<file path="config.mk">
export PLATFORM = sky130hd
export DESIGN_NAME = imem_loader
export DESIGN_NICKNAME = d
export VERILOG_FILES = /design/src/rtl/imem_loader.sv
export SDC_FILE = /design/constraint.sdc
export NUM_CORES = 1
export LEC_CHECK = 0
export BUFFER_PORTS_ARGS = -buffer_cell sky130_fd_sc_hd__buf_2
export CELL_PAD_IN_SITES_DETAIL_PLACEMENT = 0
export CELL_PAD_IN_SITES_GLOBAL_PLACEMENT = 1
export CORE_ASPECT_RATIO = 1.4
export CORE_MARGIN = 4
export CORE_UTILIZATION = 35
export CTS_BUF_LIST = sky130_fd_sc_hd__clkbuf_4
export CTS_CLUSTER_SIZE = 30
export DETAILED_ROUTE_END_ITERATION = 8
export PLACE_DENSITY = 0.76
export SLEW_MARGIN = 10
export SYNTH_ARGS = -nofsm -noshare
export SYNTH_HDL_FRONTEND = slang
export SYNTH_SLANG_ARGS = --single-unit
</file>
<file path="constraint.sdc">
create_clock -name clk -period 7.1 [get_ports clk]
set_clock_uncertainty 0.1 [all_clocks]
set_input_delay 2.13 -clock clk [delete_from_list [all_inputs] [get_ports clk]]
set_output_delay 2.13 -clock clk [all_outputs]
set_load 0.005 [all_outputs]
</file>
<file path="src/rtl/imem_loader.sv">
// rtl/imem_loader.sv - boot loader that streams a checksummed byte image into instruction memory
// Image format: 16-bit big-endian word count, count big-endian 32-bit words, then an XOR checksum byte.
module imem_loader #(
  parameter int DATA_W     = 32,
  parameter int IMEM_DEPTH = 1024
) (
  input  logic              clk,
  input  logic              rst,
  input  logic              start,
  input  logic              in_valid,
  input  logic [7:0]        in_data,
  output logic              in_ready,
  output logic              we,
  output logic [15:0]       wa,
  output logic [DATA_W-1:0] wd,
  output logic              busy,
  output logic              done,
  output logic              err,
  output logic              cpu_rst
);

  localparam logic [2:0] S_HDR0 = 3'd0;
  localparam logic [2:0] S_HDR1 = 3'd1;
  localparam logic [2:0] S_DATA = 3'd2;
  localparam logic [2:0] S_CSUM = 3'd3;
  localparam logic [2:0] S_DONE = 3'd4;
  localparam logic [2:0] S_ERR  = 3'd5;

  localparam logic [16:0] DEPTH_L = 17'(IMEM_DEPTH);

  logic [2:0]        state_q, state_d;
  logic [15:0]       count_q, count_d;
  logic [7:0]        csum_q, csum_d;
  logic [1:0]        bcnt_q, bcnt_d;
  logic [DATA_W-9:0] asm_q, asm_d;
  logic [15:0]       widx_q, widx_d;
  logic              we_q, we_d;
  logic [15:0]       wa_q, wa_d;
  logic [DATA_W-1:0] wd_q, wd_d;

  logic        loading;
  logic        accept;
  logic [15:0] hdr_count;

  assign loading   = (state_q == S_HDR0) || (state_q == S_HDR1) ||
                     (state_q == S_DATA) || (state_q == S_CSUM);
  assign accept    = in_valid && loading;
  assign hdr_count = {count_q[15:8], in_data};

  always_comb begin
    state_d = state_q;
    count_d = count_q;
    csum_d  = csum_q;
    bcnt_d  = bcnt_q;
    asm_d   = asm_q;
    widx_d  = widx_q;
    we_d    = 1'b0;
    wd_d    = wd_q;
    // wa points at the word being written during the pulse and advances right after it
    wa_d    = we_q ? (wa_q + 16'd1) : wa_q;

    case (state_q)
      S_HDR0: begin
        if (accept) begin
          count_d[15:8] = in_data;
          csum_d        = csum_q ^ in_data;
          state_d       = S_HDR1;
        end
      end
      S_HDR1: begin
        if (accept) begin
          count_d = hdr_count;
          csum_d  = csum_q ^ in_data;
          if (hdr_count == 16'd0) begin
            state_d = S_CSUM;
          end else if ({1'b0, hdr_count} > DEPTH_L) begin
            state_d = S_ERR;
          end else begin
            state_d = S_DATA;
          end
        end
      end
      S_DATA: begin
        if (accept) begin
          csum_d = csum_q ^ in_data;
          bcnt_d = bcnt_q + 2'd1;
          if (bcnt_q == 2'd3) begin
            we_d   = 1'b1;
            wd_d   = {asm_q, in_data};
            widx_d = widx_q + 16'd1;
            if ((widx_q + 16'd1) == count_q) begin
              state_d = S_CSUM;
            end
          end else begin
            asm_d = {asm_q[DATA_W-17:0], in_data};
          end
        end
      end
      S_CSUM: begin
        if (accept) begin
          state_d = (in_data == csum_q) ? S_DONE : S_ERR;
        end
      end
      S_DONE, S_ERR: begin
        if (start) begin
          state_d = S_HDR0;
          count_d = 16'd0;
          csum_d  = 8'd0;
          bcnt_d  = 2'd0;
          asm_d   = '0;
          widx_d  = 16'd0;
          wa_d    = 16'd0;
        end
      end
      default: begin
        state_d = S_HDR0;
      end
    endcase
  end

  always_ff @(posedge clk or posedge rst) begin
    if (rst) begin
      state_q <= S_HDR0;
      count_q <= 16'd0;
      csum_q  <= 8'd0;
      bcnt_q  <= 2'd0;
      asm_q   <= '0;
      widx_q  <= 16'd0;
      we_q    <= 1'b0;
      wa_q    <= 16'd0;
      wd_q    <= '0;
    end else begin
      state_q <= state_d;
      count_q <= count_d;
      csum_q  <= csum_d;
      bcnt_q  <= bcnt_d;
      asm_q   <= asm_d;
      widx_q  <= widx_d;
      we_q    <= we_d;
      wa_q    <= wa_d;
      wd_q    <= wd_d;
    end
  end

  assign in_ready = loading;
  assign busy     = loading;
  assign done     = (state_q == S_DONE);
  assign err      = (state_q == S_ERR);
  assign cpu_rst  = (state_q != S_DONE);
  assign we       = we_q;
  assign wa       = wa_q;
  assign wd       = wd_q;

endmodule

</file>
==> flow_summary.yaml, run 1 <==
run_status:
  outcome: "finished clean"
pwr:
  total_power_mw: 1.99
  peakVddDrop_mv: 0.125
  powerDensity_nw_per_um2: 308
  power.leakage_nw: 3.19
cts:
  numCtsBuffers: 17
  clkLatencyLatePin_ns: 0.51
  postCtsSetupBuffers: 0
  clock-sinks: 118
  hold_buffers: 0
  clkSlewWorstSetupHoldPaths_ns: 0.12
  cts_max_level: 4
  cts_root_buffer: "clkbuf_4"
  cts_tree: "yes"
  clk_path_buf_depth: 2
  cts_resized: 0
timing:
  drv_slew: 0
  post-route-period-util: 0.614
  rsz0062_at_grt: "false"
  fmax_ghz: 0.229
  finalHoldViolCount: 0
  setup_violations: 0
  slew_headroom: 0.281
  tightest_slew_ns: 1.08
  min_period_ns: 4.36
  holdWs_ns: 0.365
  setup_tns_ns: 0
logic_synthesis:
  synth_top_flop_cell: "dfrtp_1"
  synth_area_leaders: "dfrtp_1 52%, nand2_1 13%, o21ai_0 7.7%"
  yosysTopAreaCell: "dfrtp_1"
  syn_avg_cell_area_um2: 8.75
  yosysSeqAreaShare: 0.520
  syn_inst: 649
  synth-edff-count: 0
  synth_cell_type_count: 57
  async_reset_ff_frac: 1.00
  syn-num-nets: 664
  synth_area_um2: 5680
  synth_top_area_frac: 0.520
  ys_warn_count: 0
  synth_seq_cells: 118
worst_setup_path:
  reg2reg_depth: 6
  critPathMaxStageDelay_ns: 0.59
  worstSetupPathType: "reg -> out"
  startpoint: "state_q[2]"
  cp.arrival_ns: 2.13
  cp.required_ns: 4.87
  r2r-start: "state_q[1]"
  path_cells: "inv_1, nor2_1, nand2b_1, inv_1, buf_2"
  start_kind: "flop"
  cpMostUsedCell: "inv_1"
  crit_path_max_fanout: 11
  critical_path.slowest_cell: "nor2_1"
  endpoint_kind: "output port"
global_routing:
  grt_pass1_vias: 4647
  antenna_found_initial: 1
  grt_max_degree: 86
  grt_use_total: 0.154
  overflow: 0
  grt_pass1_wl_um: 23100
die:
  io_pins: 66
  rows: 54
  core_um2: 15700
  die-area_um2: 18400
  die_h_um: 159
  dieWidth_um: 116
  initial_utilization: 0.361
finish:
  drive_gt1_frac: 0.172
  nets: 713
  syn_to_final_growth_pct: 13.6
  final_area_um2: 6450
drt:
  wl_per_cell_um: 14.8
  drc_errors: 0
  initialDrtViolationCount: 293
  totalWireLength_um: 13500
  vias: 4643
  firstDrtPassIters: 5
  vias_per_cell: 5.12
  ant_nets: 0
placement:
  place_area_um2: 6100
  dp_hpwl_um: 9240
  place.port_buffers: 65
  gp_congestion: 0.809
hold_path:
  hold_path.class: "reg -> reg"
  min_from: "asm_q[18]"
  min_path_cells: 2
job:
  max_cap_viol_count: 0
## report_power, final
| part | internal [mW] | total, mW | leakage [nW] | switching, mW |
|---|---|---|---|---|
| sequential | 0.797 | 0.920 | 1.59 | 0.123 |
| clock | 0.317 | 0.592 | 0.183 | 0.275 |
| combinational | 0.176 | 0.475 | 1.42 | 0.299 |
| total | 1.29 | 1.99 | 3.19 | 0.696 |
## worst max-delay path: cells and delay by family (launching register included)
family / cells / cell delay [ns]
flip-flops: 1 / 0.52
AND/OR/NAND/NOR: 2 / 0.74
buffers and inverters: 3 / 0.34
## placed cells by master (no fill, tap or decap), types with 2 or more instances in the layout
cell / Yosys / layout
nand3_1: 13 / 13
a211oi_1: 2 / 2
o311ai_0: 2 / 2
ha_1: 3 / 3
o21ai_0: 87 / 87
buf_4: 3 / 6
bufinv_16: 0 / 5
and2b_2: 3 / 3
nand2_1: 200 / 199
xnor2_1: 13 / 13
nor2_1: 38 / 38
a31oi_1: 8 / 8
nand2b_1: 3 / 3
and2_1: 5 / 5
buf_2: 4 / 65
o31ai_1: 3 / 3
inv_6: 0 / 2
clkbuf_4: 0 / 17
xor2_1: 26 / 26
nor4_1: 4 / 4
nand4_1: 12 / 12
a21oi_1: 15 / 14
or2_2: 2 / 2
inv_1: 10 / 9
a22oi_1: 2 / 2
or3_2: 2 / 2
o22ai_1: 2 / 2
dfrtp_1: 118 / 118
and4_1: 3 / 3
nor3_1: 3 / 3
clkinv_4: 0 / 5
and3_1: 4 / 4
## cell usage after synthesis, drive strengths merged, types with 5 or more instances
cell,instances
nand2,200
dfrtp,118
o21ai,87
nor2,38
clkbuf,32
xor2,26
a21oi,15
nand3,14
xnor2,13
nand4,12
inv,11
buf,9
a31oi,8
and2,6
and3,5
nor4,5
## through the flow
step	cells	worst slack, ns	utilization
floorplan	649	1.74	-
global placement	875	2.73	0.388
detailed placement	875	2.62	0.388
CTS	906	2.67	0.410
global route	907	2.49	0.410
finish	907	2.74	0.410
## path summary, 6_finish.rpt
check | end | slack, ns
min reg2reg | wd[26] | 0.36
max | done | 2.74
min in group asynchronous | wd[27] | 1.75
max in group asynchronous | count_q[3] | 4.08
min | wd[26] | 0.36
max reg2reg | widx_q[4] | 4.19
## flip-flops by register name (all words and copies together) (netlist names)
signal,count
wa,16
we,1
asm_q,24
wd,32
state_q,3
csum_q,8
count_q,16
bcnt_q,2
widx_q,16
## cell type report
class	count	area (um2)
well taps	196	245
fillers	1605	9290
clock inverters	14	224
clock buffers	17	128
flip-flops and latches	118	2950
diodes	1	2.50
multi-input cells	479	2490
inverters	11	43.8
repair buffers	71	370
## cell families after synthesis
group / count (synthesis) / synth area share
flip-flops: 118 / 0.520
buffers and inverters: 52 / 0.0432
AND/OR/NAND/NOR: 305 / 0.239
adder cells (fa/ha/maj): 3 / 0.00661
AO/OA/AOI/OAI: 130 / 0.127
XOR/XNOR: 39 / 0.0601
multiplexers: 2 / 0.00374
## metal layers
| layer | vias to the layer above | track usage | share of wire | routed length, um |
|---|---|---|---|---|
| met5 | - | 0 | 0 | 0 |
| met4 | 0 | 0.0570 | 0.018 | 243 |
| met3 | 22 | 0.0293 | 0.040 | 533 |
| met2 | 111 | 0.258 | 0.51 | 6910 |
| met1 | 2232 | 0.197 | 0.43 | 5780 |
| li1 | 2278 | - | - | - |
No activity file was read; power rests on OpenSTA's default activity.
==> run 2: changes to the inputs <==
ABC_AREA = 1   (was not set)
PLACE_DENSITY = 0.77   (was 0.76)
clock period = 4.3 ns   (was 7.1 ns; I/O delays follow)
==> run 2 against run 1 <==
Core utilization is 0.34 points lower. Register-to-register slack worse by 2.5 ns. First-iteration DRC count is 13% lower. Clock-buffer cell count is 1 higher. Non-clock buffer count stayed put. Critical endpoint is now cpu_rst. Critical path type unchanged.
==> flow_summary.yaml, run 2 <==
die:
  die-area_um2: 18600
  core_um2: 16200
  dieWidth_um: 116
  io_pins: 66
  rows: 55
  initial_utilization: 0.355
  die_h_um: 160
hold_path:
  hold_path_end: "wd[29]"
  min_path_cells: 2
  hold_path.class: "reg -> reg"
  min_from: "wd[29]"
timing:
  rsz0062_at_grt: "false"
  finalHoldViolCount: 0
  fmax_ghz: 0.278
  slew_headroom: 0.328
  min_period_ns: 3.60
  setup_tns_ns: 0
  drv_slew: 0
  tightest_slew_ns: 1.01
  post-route-period-util: 0.838
  setup_violations: 0
cts:
  cts_max_level: 4
  clk_path_buf_depth: 2
  hold_buffers: 0
  numCtsBuffers: 17
  cts_tree: "yes"
  clkLatencyLatePin_ns: 0.54
  clkSlewWorstSetupHoldPaths_ns: 0.12
  cts_root_buffer: "clkbuf_4"
  postCtsSetupBuffers: 0
  cts_resized: 0
  clock-sinks: 118
worst_setup_path:
  cpMostUsedCell: "inv_2"
  path_cells: "inv_2, nor2_4, inv_2, nor2_1, inv_1, buf_2"
  critPathMaxStageDelay_ns: 0.52
  reg2reg_depth: 7
  r2r_slack_ns: 1.68
  r2r-start: "state_q[2]"
  start_kind: "flop"
  cp.arrival_ns: 2.21
  critical_path.slowest_cell: "dfrtp_1"
  cp.required_ns: 2.91
  r2r-end: "count_q[11]"
  crit_path_max_fanout: 24
  endpoint_kind: "output port"
  worstSetupPathType: "reg -> out"
logic_synthesis:
  yosysMostFrequentCell: "nand2_1"
  yosysSeqAreaShare: 0.514
  async_reset_ff_frac: 1.00
  synth_seq_cells: 118
  ys_warn_count: 0
  syn_avg_cell_area_um2: 8.03
  synth_top_flop_cell: "dfrtp_1"
  syn_inst: 715
  ys_top_cells_by_count: "264 x nand2_1, 118 x dfrtp_1, 62 x inv_1, 62 x nor2_1, 53 x nand3_1"
  synth_cell_type_count: 37
  syn-num-nets: 730
  synth_area_leaders: "dfrtp_1 51%, nand2_1 17%, nand3_1 4.6%"
  synth_top_area_frac: 0.514
  yosysTopAreaCell: "dfrtp_1"
  synth-edff-count: 0
  synth_area_um2: 5740
placement:
  place.port_buffers: 65
  place_area_um2: 6250
  gp_congestion: 0.925
  dp_cells: 964
  dp_hpwl_um: 10300
drt:
  totalWireLength_um: 14400
  ant_nets: 0
  vias: 4799
  wl_per_cell_um: 14.5
  vias_per_cell: 4.81
  firstDrtPassIters: 4
  drc_errors: 0
  initialDrtViolationCount: 255
pwr:
  total_power_mw: 3.67
  powerDensity_nw_per_um2: 559
  peakVddDrop_mv: 0.355
  power.leakage_nw: 3.40
finish:
  drive_gt1_frac: 0.167
  final_common_cell: "nand2_1"
  largest_reg_flops: 32
  fin_util: 0.407
  stdcell_count: 997
  syn_to_final_growth_pct: 14.5
  mostFrequentLayoutCells: "264 x nand2_1, 118 x dfrtp_1, 65 x buf_2, 61 x inv_1, 61 x nor2_1"
  final_area_um2: 6580
  nets: 799
  fill_cells: 1677
global_routing:
  grt_pass1_wl_um: 24000
  grt_use_total: 0.164
  antenna_found_initial: 1
  overflow: 0
  grt_pass1_vias: 4784
  grt_max_degree: 75
run_status:
  outcome: "finished clean"
job:
  max_cap_viol_count: 0
## run 2: routing by layer
metal  share of wire  vias up  global-route usage
met3           0.041       18              0.0399
met2            0.50      100               0.273
li1                -     2430                   -
met5               0        -                   0
met4           0.022        0              0.0596
met1            0.43     2251               0.204
## run 2: power breakdown
part | switching (mW) | internal, mW | total (mW)
clock network | 0.437 | 0.463 | 0.900
logic | 0.730 | 0.414 | 1.14
registers | 0.229 | 1.40 | 1.63
## run 2: kinds of logic after synthesis
family | Yosys count | synth area share
AOI/OAI and AO/OA | 82 | 0.0935
xor gates and xnor gates | 14 | 0.0237
muxes | 1 | 0.00196
DFF | 118 | 0.514
and+or+nand+nor | 406 | 0.292
buffers and inverters | 91 | 0.0678
adders and majority gates | 3 | 0.00654
## run 2: area by class of cell
type,instances,area [um2],share of cell area
clock inverter,14,184,0.0280
inverter,70,267,0.0405
timing repair buffer,71,383,0.0582
multi-input combinational,506,2400,0.365
clock buffer,18,135,0.0205
tap,199,249,0.0379
sequential,118,2950,0.449
antenna,1,2.50,0.000381
## run 2: metrics by stage
step                      worst slack, ns  hold slack, ns
after global routing                0.475           0.404
after detailed placement             1.27           0.354
after CTS                           0.637           0.379
final                               0.699           0.375
after global placement               1.30           0.351
after floorplan                      1.47           0.349
## run 2: worst max-delay path, delay by kind of cell (launching register included)
kind	cells	cell delay, ns
and+or+nand+nor	2	0.52
DFF	1	0.52
buffers and inverters	4	0.62
## run 2: how the worst max path moves through the flow
stage | startpoint | end | slack, ns | depth (start not counted)
after floorplan | rst | asm_q[0] | 1.47 | 1
after global placement | in_valid | widx_q[11] | 1.30 | 7
after detailed placement | in_valid | widx_q[11] | 1.27 | 7
after CTS | state_q[2] | cpu_rst | 0.64 | 6
after global routing | state_q[2] | cpu_rst | 0.48 | 6
final | state_q[2] | cpu_rst | 0.70 | 6
==> run 3: changes to the inputs <==
ABC_AREA = 0   (was 1)
PLACE_DENSITY = 0.79   (was 0.77)
clock period = 3.3 ns   (was 4.3 ns; I/O delays follow)
==> run 3 against run 2 <==
Global-route usage decreased by 1.2 points. First-iteration DRC count shrank 15%. Worst setup slack got worse by 0.27 ns. Largest power group unchanged. Final area decreased by 2.0%. Power rose by 14%. Sequential power grew 21%. Sequential cell count is the same.
==> flow_summary.yaml, run 3 (synthesis gave the netlist of run 1 again) <==
timing:
  finalHoldViolCount: 0
  setup_violations: 0
  slew_headroom: 0.433
  setup_tns_ns: 0
  fmax_ghz: 0.348
  holdWs_ns: 0.386
  drv_slew: 0
  post-route-period-util: 0.871
  min_period_ns: 2.87
  tightest_slew_ns: 0.848
  rsz0062_at_grt: "false"
pwr:
  intPower_mw: 2.65
  pwr-share-seq: 0.474
  switching_power_mw: 1.53
  peakVddDrop_mv: 0.279
  clockPowerShare: 0.279
  total_power_mw: 4.18
  powerDensity_nw_per_um2: 649
  combPwrFrac: 0.247
  power.leakage_nw: 3.19
  sw_frac_of_total: 0.366
die:
  io_pins: 66
  core_um2: 15700
  dieWidth_um: 116
  die-area_um2: 18400
  rows: 54
  die_h_um: 159
  initial_utilization: 0.361
finish:
  syn_to_final_growth_pct: 13.4
  multi_input_area_um2: 2490
  fill_cells: 1616
  final_area_um2: 6440
  final_common_cell: "nand2_1"
  stdcell_count: 911
  largest_reg_flops: 32
  seq_area_um2: 2950
  mostFrequentLayoutCells: "199 x nand2_1, 118 x dfrtp_1, 87 x o21ai_0, 65 x buf_2, 38 x nor2_1"
  nets: 716
  drive_gt1_frac: 0.176
worst_setup_path:
  start_kind: "flop"
  reg2reg_depth: 7
  critPathMaxStageDelay_ns: 0.53
  worstSetupPathType: "reg -> out"
  r2r-end: "state_q[0]"
  cp.required_ns: 2.21
  critical_path.slowest_cell: "dfrtp_1"
  cp.arrival_ns: 1.78
  r2r_slack_ns: 0.82
  crit_path_max_fanout: 11
  r2r-start: "widx_q[0]"
  endpoint_kind: "output port"
  path_cells: "inv_1, nor2_1, buf_4, and2_1, buf_2"
cts:
  clock-sinks: 118
  clk_path_buf_depth: 2
  clkLatencyLatePin_ns: 0.53
  cts_tree: "yes"
  postCtsSetupBuffers: 0
  cts_resized: 0
  numCtsBuffers: 17
  clkSlewWorstSetupHoldPaths_ns: 0.14
  cts_max_level: 4
  hold_buffers: 0
  cts_root_buffer: "clkbuf_4"
global_routing:
  grt_max_degree: 61
  use_met2: 0.254
  grt_pass1_wl_um: 22600
  overflow: 0
  grt_pass1_vias: 4649
  antenna_found_initial: 1
  grt_use_total: 0.152
  grt.busiest_layer: "met2"
  met1_usage: 0.189
  grt.met3_usage: 0.0347
hold_path:
  hold_path_end: "wd[20]"
  min_from: "wd[20]"
  hold_path.class: "reg -> reg"
  min_path_cells: 2
placement:
  place.port_buffers: 65
  dp_cells: 878
  dp_hpwl_um: 9210
  place_area_um2: 6120
  gp_congestion: 0.816
drt:
  initialDrtViolationCount: 218
  ant_nets: 0
  totalWireLength_um: 13500
  firstDrtPassIters: 5
  drc_errors: 0
  wl_per_cell_um: 14.8
  vias: 4639
  vias_per_cell: 5.09
run_status:
  outcome: "finished clean"
job:
  max_cap_viol_count: 0
run 3: changes by cell type in the layout (fill, tap and decap cells not counted), moves of 7 or more:
cell	delta
o21ai_0	+60
inv_2	-7
a31oi_1	+8
inv_6	+7
xnor2_1	+8
o22ai_2	-10
nand2_1	-65
o21ai_1	-14
nor2_1	-23
inv_1	-52
nand3_1	-40
xor2_1	+18
run 3: power by group through the flow:
stage / combinational [mW] / clock, mW / sequential, mW
2_1_floorplan: 0.871 / 0 / 1.90
3_3_place_gp: 1.02 / 0 / 2.00
3_5_place_dp: 1.04 / 0 / 2.01
4_1_cts: 1.05 / 1.20 / 1.98
5_1_grt: 1.20 / 1.25 / 2.03
6_report: 1.03 / 1.17 / 1.98
run 3: worst max path at each step:
| stage | startpoint | endpoint | slack, ns | depth (start not counted) |
|---|---|---|---|---|
| after CTS | state_q[2] | err | 0.41 | 5 |
| after detailed placement | in_valid | widx_q[12] | 0.49 | 8 |
| after floorplan | rst | asm_q[0] | 0.77 | 1 |
| after global routing | state_q[2] | err | 0.29 | 5 |
| final | state_q[2] | err | 0.43 | 5 |
| after global placement | in_valid | widx_q[12] | 0.53 | 8 |
run 3: per-stage QoR:
stage	utilization	worst slack [ns]
floorplan	-	0.769
global placement	0.389	0.532
detailed placement	0.389	0.489
global route	0.409	0.291
finish	0.409	0.426
CTS	0.409	0.411
run 3: area by class of cell:
class / count / share of cell area
Tap cell: 196 / 0.0381
Timing Repair Buffer: 74 / 0.0610
Antenna cell: 1 / 0.000388
Multi-Input combinational cell: 479 / 0.386
Sequential cell: 118 / 0.458
Clock inverter: 15 / 0.0291
Clock buffer: 17 / 0.0198
Inverter: 11 / 0.00699
run 3: routing by layer:
metal / part of all wire / vias to the layer above
li1: - / 2279
met1: 0.44 / 2230
met2: 0.50 / 106
met3: 0.038 / 24
met4: 0.023 / 0
met5: 0 / -
run 3: worst max-delay path, delay by kind of cell (launching register included):
kind          cells  cell delay (ns)
simple gates      2             0.27
flops             1             0.53
buf+inv           3             0.45
